$ cat src/rtl/alu_pkg.sv
// rtl/alu_pkg.sv - opcode map and FSM state encoding for the multi-cycle ALU
package alu_pkg;

  // Opcode map inherited from the single-cycle ALU
  localparam logic [5:0] OP_ADD   = 6'h00;
  localparam logic [5:0] OP_ADDI  = 6'h01;
  localparam logic [5:0] OP_SUB   = 6'h02;
  localparam logic [5:0] OP_AND   = 6'h03;
  localparam logic [5:0] OP_ANDI  = 6'h04;
  localparam logic [5:0] OP_SLL   = 6'h05;
  localparam logic [5:0] OP_SRL   = 6'h06;
  localparam logic [5:0] OP_DIV   = 6'h15;
  localparam logic [5:0] OP_MULT  = 6'h16;
  localparam logic [5:0] OP_NAND  = 6'h22;
  localparam logic [5:0] OP_XOR   = 6'h23;
  localparam logic [5:0] OP_NO_OP = 6'h3F;

  typedef enum logic [2:0] {
    S_IDLE     = 3'd0,
    S_EXEC1    = 3'd1,
    S_MUL_ITER = 3'd2,
    S_DIV_ITER = 3'd3,
    S_FIX      = 3'd4,
    S_DONE     = 3'd5
  } alu_state_e;

endpackage

$ cat src/rtl/alu_muldiv_iter.sv
// rtl/alu_muldiv_iter.sv - shared magnitude shift-add multiply / restoring divide; divide path built only with ALU_DIV_EN
module alu_muldiv_iter #(
  parameter int WIDTH = 32
)(
  input  logic             clk,
  input  logic             rst_n,
  input  logic             i_start,
  input  logic             i_is_div,
  input  logic [WIDTH-1:0] i_a,
  input  logic [WIDTH-1:0] i_b,
  output logic             o_done,
  output logic [WIDTH-1:0] o_hi,
  output logic [WIDTH-1:0] o_lo
);

  localparam int CW = $clog2(WIDTH);
  localparam logic [CW-1:0] CNT_LAST = CW'(WIDTH - 1);

  // r_hi: product upper half (MULT) or partial remainder (DIV)
  // r_lo: multiplier shifting out / product lower half (MULT) or dividend -> quotient (DIV)
  logic [WIDTH-1:0] r_hi, r_lo, r_b;
  logic [CW-1:0]    r_cnt;
  logic             r_run, r_done;
  logic [WIDTH:0]   w_sum;
  logic [WIDTH-1:0] w_hi_nxt, w_lo_nxt;

`ifdef ALU_DIV_EN
  logic             r_is_div;
  logic [WIDTH:0]   w_shift, w_diff;
`else
  logic             w_unused_div;
  assign w_unused_div = i_is_div;
`endif

  // Next-state of one iteration step for whichever operation is running
  always_comb begin
    w_sum    = {1'b0, r_hi} + (r_lo[0] ? {1'b0, r_b} : {(WIDTH+1){1'b0}});
    w_hi_nxt = w_sum[WIDTH:1];
    w_lo_nxt = {w_sum[0], r_lo[WIDTH-1:1]};
`ifdef ALU_DIV_EN
    w_shift  = {r_hi, r_lo[WIDTH-1]};
    w_diff   = w_shift - {1'b0, r_b};
    if (r_is_div) begin
      // Negative trial difference (MSB set) means restore the shifted remainder
      w_hi_nxt = w_diff[WIDTH] ? w_shift[WIDTH-1:0] : w_diff[WIDTH-1:0];
      w_lo_nxt = {r_lo[WIDTH-2:0], ~w_diff[WIDTH]};
    end
`endif
  end

  // Load on start, then run exactly WIDTH steps and pulse done
  always_ff @(posedge clk or negedge rst_n) begin
    if (!rst_n) begin
      r_hi   <= '0;
      r_lo   <= '0;
      r_b    <= '0;
      r_cnt  <= '0;
      r_run  <= 1'b0;
      r_done <= 1'b0;
`ifdef ALU_DIV_EN
      r_is_div <= 1'b0;
`endif
    end else begin
      r_done <= 1'b0;
      if (i_start) begin
        r_hi  <= '0;
        r_lo  <= i_a;
        r_b   <= i_b;
        r_cnt <= '0;
        r_run <= 1'b1;
`ifdef ALU_DIV_EN
        r_is_div <= i_is_div;
`endif
      end else if (r_run) begin
        r_hi  <= w_hi_nxt;
        r_lo  <= w_lo_nxt;
        r_cnt <= r_cnt + 1'b1;
        if (r_cnt == CNT_LAST) begin
          r_run  <= 1'b0;
          r_done <= 1'b1;
        end
      end
    end
  end

  assign o_done = r_done;
  assign o_hi   = r_hi;
  assign o_lo   = r_lo;

endmodule

$ cat src/rtl/alu_mc.sv
// rtl/alu_mc.sv - multi-cycle EX-stage ALU with start/done handshake; signed DIV built only with ALU_DIV_EN
module alu_mc
  import alu_pkg::*;
#(
  parameter int WIDTH = 32,
  parameter int OPW   = 6,
  parameter int SHW   = $clog2(WIDTH)
)(
  input  logic             clk,
  input  logic             rst_n,
  input  logic             start,
  input  logic [OPW-1:0]   opcode,
  input  logic [WIDTH-1:0] alu_in1,
  input  logic [WIDTH-1:0] alu_in2,
  output logic [WIDTH-1:0] alu_out,
  output logic             busy,
  output logic             done,
  output logic             n_flag,
  output logic             z_flag,
  output logic             v_flag
);

  localparam logic [WIDTH-1:0] MOST_NEG = {1'b1, {(WIDTH-1){1'b0}}};

  alu_state_e       r_state;
  logic [OPW-1:0]   r_op;
  logic [WIDTH-1:0] r_a, r_b, r_res;
  logic             r_v, r_wr_out, r_wr_flags;

  logic             w_is_mult, w_is_div, w_it_start, w_it_done;
  logic [WIDTH-1:0] w_a_mag, w_b_mag, w_it_hi, w_it_lo;
  logic [WIDTH-1:0] w_exec_res;
  logic             w_exec_v, w_exec_wr_out, w_exec_wr_flags;
  logic             w_neg;
  logic [2*WIDTH-1:0] w_prod_mag, w_prod;
  logic [WIDTH-1:0] w_fix_res;
  logic             w_fix_v;

  assign w_is_mult = (opcode == OPW'(OP_MULT));
`ifdef ALU_DIV_EN
  assign w_is_div  = (opcode == OPW'(OP_DIV));
`else
  assign w_is_div  = 1'b0;
`endif

  // The iterator loads magnitudes on the start edge, straight from the ports
  assign w_a_mag    = alu_in1[WIDTH-1] ? -alu_in1 : alu_in1;
  assign w_b_mag    = alu_in2[WIDTH-1] ? -alu_in2 : alu_in2;
  assign w_it_start = (r_state == S_IDLE) && start &&
                      (w_is_mult || (w_is_div && (alu_in2 != '0)));

  alu_muldiv_iter #(.WIDTH(WIDTH)) u_iter (
    .clk      (clk),
    .rst_n    (rst_n),
    .i_start  (w_it_start),
    .i_is_div (w_is_div),
    .i_a      (w_a_mag),
    .i_b      (w_b_mag),
    .o_done   (w_it_done),
    .o_hi     (w_it_hi),
    .o_lo     (w_it_lo)
  );

  // Single-cycle ops: result, overflow and which outputs the op is allowed to touch
  always_comb begin
    w_exec_res      = '0;
    w_exec_v        = 1'b0;
    w_exec_wr_out   = 1'b0;
    w_exec_wr_flags = 1'b0;
    case (r_op)
      OPW'(OP_ADD), OPW'(OP_ADDI): begin
        w_exec_res      = r_a + r_b;
        w_exec_v        = (r_a[WIDTH-1] == r_b[WIDTH-1]) && (w_exec_res[WIDTH-1] != r_a[WIDTH-1]);
        w_exec_wr_out   = 1'b1;
        w_exec_wr_flags = 1'b1;
      end
      OPW'(OP_SUB): begin
        w_exec_res      = r_a - r_b;
        w_exec_v        = (r_a[WIDTH-1] != r_b[WIDTH-1]) && (w_exec_res[WIDTH-1] != r_a[WIDTH-1]);
        w_exec_wr_out   = 1'b1;
        w_exec_wr_flags = 1'b1;
      end
      OPW'(OP_AND), OPW'(OP_ANDI): begin
        w_exec_res      = r_a & r_b;
        w_exec_wr_out   = 1'b1;
        w_exec_wr_flags = 1'b1;
      end
      OPW'(OP_NAND): begin
        w_exec_res      = ~(r_a & r_b);
        w_exec_wr_out   = 1'b1;
        w_exec_wr_flags = 1'b1;
      end
      OPW'(OP_XOR): begin
        w_exec_res      = r_a ^ r_b;
        w_exec_wr_out   = 1'b1;
        w_exec_wr_flags = 1'b1;
      end
      OPW'(OP_SLL): begin
        w_exec_res    = r_a << r_b[SHW-1:0];
        w_exec_wr_out = 1'b1;
      end
      OPW'(OP_SRL): begin
        w_exec_res    = r_a >> r_b[SHW-1:0];
        w_exec_wr_out = 1'b1;
      end
      default: ;
    endcase
  end

  // Sign fix-up of the magnitude result from the iterator
  always_comb begin
    w_neg      = r_a[WIDTH-1] ^ r_b[WIDTH-1];
    w_prod_mag = {w_it_hi, w_it_lo};
    w_prod     = w_neg ? -w_prod_mag : w_prod_mag;
    w_fix_res  = w_prod[WIDTH-1:0];
    w_fix_v    = (w_prod[2*WIDTH-1:WIDTH] != {WIDTH{w_prod[WIDTH-1]}});
`ifdef ALU_DIV_EN
    if (r_op == OPW'(OP_DIV)) begin
      if (r_b == '0) begin
        w_fix_res = '1;
        w_fix_v   = 1'b1;
      end else begin
        w_fix_res = w_neg ? -w_it_lo : w_it_lo;
        w_fix_v   = (r_a == MOST_NEG) && (r_b == '1);
      end
    end
`endif
  end

  // Control FSM with registered handshake, result and flags
  always_ff @(posedge clk or negedge rst_n) begin
    if (!rst_n) begin
      r_state    <= S_IDLE;
      r_op       <= '0;
      r_a        <= '0;
      r_b        <= '0;
      r_res      <= '0;
      r_v        <= 1'b0;
      r_wr_out   <= 1'b0;
      r_wr_flags <= 1'b0;
      alu_out    <= '0;
      busy       <= 1'b0;
      done       <= 1'b0;
      n_flag     <= 1'b0;
      z_flag     <= 1'b0;
      v_flag     <= 1'b0;
    end else begin
      done <= 1'b0;
      case (r_state)
        S_IDLE: begin
          if (start) begin
            r_op <= opcode;
            r_a  <= alu_in1;
            r_b  <= alu_in2;
            busy <= 1'b1;
            if (w_is_mult)
              r_state <= S_MUL_ITER;
            else if (w_is_div)
              r_state <= (alu_in2 == '0) ? S_FIX : S_DIV_ITER;
            else
              r_state <= S_EXEC1;
          end
        end
        S_EXEC1: begin
          r_res      <= w_exec_res;
          r_v        <= w_exec_v;
          r_wr_out   <= w_exec_wr_out;
          r_wr_flags <= w_exec_wr_flags;
          r_state    <= S_DONE;
        end
        S_MUL_ITER, S_DIV_ITER: begin
          if (w_it_done)
            r_state <= S_FIX;
        end
        S_FIX: begin
          r_res      <= w_fix_res;
          r_v        <= w_fix_v;
          r_wr_out   <= 1'b1;
          r_wr_flags <= 1'b1;
          r_state    <= S_DONE;
        end
        S_DONE: begin
          done <= 1'b1;
          busy <= 1'b0;
          if (r_wr_out)
            alu_out <= r_res;
          if (r_wr_flags) begin
            n_flag <= r_res[WIDTH-1];
            z_flag <= (r_res == '0);
            v_flag <= r_v;
          end
          r_state <= S_IDLE;
        end
        default: begin
          busy    <= 1'b0;
          r_state <= S_IDLE;
        end
      endcase
    end
  end

endmodule

$ cat config.mk
export PLATFORM = sky130hd
export DESIGN_NAME = alu_mc
export DESIGN_NICKNAME = d
export VERILOG_FILES = /design/src/rtl/alu_pkg.sv /design/src/rtl/alu_muldiv_iter.sv /design/src/rtl/alu_mc.sv
export SDC_FILE = /design/constraint.sdc
export NUM_CORES = 1
export LEC_CHECK = 0
export CORE_UTILIZATION = 55
export DETAILED_ROUTE_END_ITERATION = 10
export GPL_TIMING_DRIVEN = 0
export PLACE_DENSITY = 0.74
export SLEW_MARGIN = 20
export SYNTH_ARGS = -nofsm -noshare
export SYNTH_HDL_FRONTEND = slang
export SYNTH_SLANG_ARGS = --single-unit
$ cat constraint.sdc
create_clock -name clk -period 5.06 [get_ports clk]
set_clock_uncertainty 0.15 [all_clocks]
set_input_delay 0.506 -clock clk [delete_from_list [all_inputs] [get_ports clk]]
set_output_delay 0.506 -clock clk [all_outputs]
set_load 0.05 [all_outputs]
==> run summary <==
Hold crit path type - in2async
Xor-xnor portion of the synthesized cell area - 6.25%
Status - complete, no violations
Sequential Area - 6210 sq um
Pre-CTS setup slack - -1.83 ns
Post-layout util - 63.1%
Pin count of the biggest net entering global routing - 92
Core Footprint - 39,700 sq um
Die Wd - 203 um
Max FO, Critical Path - 10
Static leakage - 0.00987 uW
Via count - 23,700
Die height - 203 um
CP Launch Type - flop
Relative slew slack - 9.47%
Post-route DRC - 0
Worst VDD drop - 0.000607 V
Post-DP HPWL - 76.8 mm
Syn_nets - 2,801
Io pins - 110
Clock-pin transition on the worst setup and hold timing paths - 0.07 ns
Worst skew pair latency - 0.62 ns
Remaining global-route overflow - 0
CP arrival - 5.35 ns
Die area - 41,100 sq um
Main combinational cell family by area after synthesis - compound AO/OA/AOI/OAI gates
Most frequent cells in the layout - nand2_1 (270), o21ai_0 (264), dfrtp_1 (247), nor2_1 (218), a21oi_1 (147)
Reg2reg setup slack - 0.06 ns
Final #Nets - 2,939
Final setup vio count - 0
Maxcap violations - 0
Unrepaired setup endpoints after global routing - no
Multi-input combinational cell area - 15,000 sq um
CP Class - reg2reg
Syn. warnings - 0
Avg WL per Cell - 29.9 um
Fin crit period - 5.00 ns
Routed Antenna Nets - 0
Post-Route WL - 99.0 mm
CTS buffer count - 29
Slew @ Worst Pin - 1.34 ns
CTS Buffer Depth - 3
Post-Synth Simple-Gate Area - 17.5%
Syn-to-layout area delta - 13.3%
Data required time of the worst path - 5.42 ns
Critical Path End Type - flop
Fmax - 0.200 GHz
Sinks on Clock Net - 248
Vias per inst - 7.16
Cells after synthesis - 2,622
Synthesized-area fraction occupied by adder cells - 6.09%
Power consumption - 21,200 uW
Fin crit share - 98.7%
Initial Util - 55.7%
Fraction of registers with async set or reset after synthesis - 100%
Row count - 73
Root buffer cell - clkbuf_16
CTS tree - yes
Slew Limit Fails - 0
FF+latch count, synth - 248
Number of global-route vias before repair - 22,500
Hold_ws - 0.326 ns
I/O Buffers - 109
Mapped cell area - 22,100 sq um
Final WS setup - 0.0636 ns
Synth unique cells - 73
Mean post-synth cell area - 8.44 sq um
Initial antenna violation count - 5
Ys flop type - dfrtp_1
Post-synth EDFFs - 0
Multiplexer share of the synthesized area - 14.6%
Commonest non-fill, non-tap cell in the layout - nand2_1
Layout cells sized above 1 - 8.85%
Compound-Gate Fraction of Synth Area - 23.0%
Seq/Total Area, Yosys - 28.0%
TritonRoute pass-1 iters - 6
GRT Total Usage - 47.9%
Cell Pwr Density - 847 nW/um^2
Final Hold Violating Endpoints - 0
Global-route wire length before repair - 146 mm
Filler cell count - 3,355
H-tree depth - 1
1st-iter DRT viols - 3,461
Reg2reg path depth - 13
GP Congestion - 1.09
[area by class of cell]
type                    instances  area share [%]
clock buffers                  34            3.05
repair buffers                113            4.66
clock inverters                17            1.17
well taps                     525            2.62
flip-flops and latches        248            24.7
multi-input cells            2109            59.8
diodes                          1         0.00998
inverters                      87            1.34
plain buffers                 172            2.66
[cell families after synthesis]
family,count (synthesis)
AOI/OAI and AO/OA,793
xor gates and xnor gates,158
adders and majority gates,106
buffers and inverters,265
DFF,248
muxes,231
and+or+nand+nor,821
[final timing paths]
check                               start               to
max                        u_iter.o_lo[0]  u_iter.o_hi[28]
min reg2reg                 u_iter.r_b[0]    u_iter.r_b[0]
min in group clk            u_iter.r_b[0]    u_iter.r_b[0]
min                                 rst_n  u_iter.o_hi[28]
max in group asynchronous           rst_n           r_b[1]
max reg2reg                u_iter.o_lo[0]  u_iter.o_hi[28]
[per-stage QoR]
stage	instance area, sq um	cells	TNS (ns)
after CTS	25100	3308	0
final	25100	3306	0
after detailed placement	23900	3258	-24.11
after global placement	23900	3256	-1770.24
after floorplan	22100	2622	0
after global routing	25100	3305	0
[state kept, by name, indices dropped and copies added (netlist names), 6 cells and up]
name	count
r_res	32
r_a	32
r_op	6
u_iter.o_lo	32
r_b	32
u_iter.o_hi	32
alu_out	32
u_iter.r_b	32
[worst max-delay path: stages (launching register included)]
cell       delay, ns
dfrtp_1         0.78
clkbuf_1        0.35
and2_1          0.20
ha_1            0.28
a2111oi_0       0.56
inv_1           0.11
o21ai_0         0.25
a211oi_1        0.20
o41ai_2         0.60
nor2_1          0.11
a211oi_1        0.57
o21ai_0         0.27
and3_1          0.25
nor3_1          0.22
[what timing repair did]
action,4_1_cts,5_1_grt
endpoints found under the setup margin,31,11
hold buffers,1,0
hold endpoints to repair,79,0
gates resized for setup,19,14
buffers inserted,1,0
pin swaps,0,1
[Yosys cell counts (16+ instances only)]
cell type / n / area share [%]
o31ai_1: 52 / 1.8
buf_1: 20 / 0.34
inv_1: 84 / 1.4
a221oi_1: 16 / 0.63
o211ai_1: 25 / 0.85
nor3_1: 52 / 1.2
o221ai_1: 26 / 1.0
o21a_1: 25 / 0.85
or3_1: 44 / 1.2
nor2_1: 218 / 3.7
o41ai_1: 20 / 0.79
a221o_1: 16 / 0.72
dfrtp_1: 248 / 28
nand3_1: 47 / 1.1
and2_1: 43 / 1.2
o22ai_1: 24 / 0.68
a21o_1: 29 / 0.98
ha_1: 103 / 5.8
nor4_1: 28 / 0.79
mux2_2: 80 / 4.1
mux2i_1: 85 / 3.8
or4_1: 21 / 0.71
a21oi_1: 148 / 3.3
mux4_2: 66 / 6.7
nor2b_1: 20 / 0.57
nand2_1: 270 / 4.6
a211oi_1: 32 / 1.1
a31oi_1: 18 / 0.51
xnor2_1: 91 / 3.6
clkbuf_1: 154 / 2.6
o21ai_0: 266 / 6.0
xor2_1: 67 / 2.7
[layer usage]
| metal | global-route usage [%] | vias up | part of all wire [%] |
|---|---|---|---|
| li1 | - | 9983 | - |
| met1 | 64.3 | 11400 | 38 |
| met2 | 68.0 | 1906 | 40 |
| met3 | 14.7 | 397 | 14 |
| met4 | 28.0 | 4 | 7.3 |
| met5 | 0 | - | 0.027 |
[where the power goes]
| part | switching [uW] | internal (uW) | total [uW] |
|---|---|---|---|
| Sequential | 1400 | 2740 | 4150 |
| Clock | 959 | 1440 | 2400 |
| Combinational | 9440 | 5240 | 14700 |
| Total | 11800 | 9430 | 21200 |
Power figures use the tool's default switching activity.
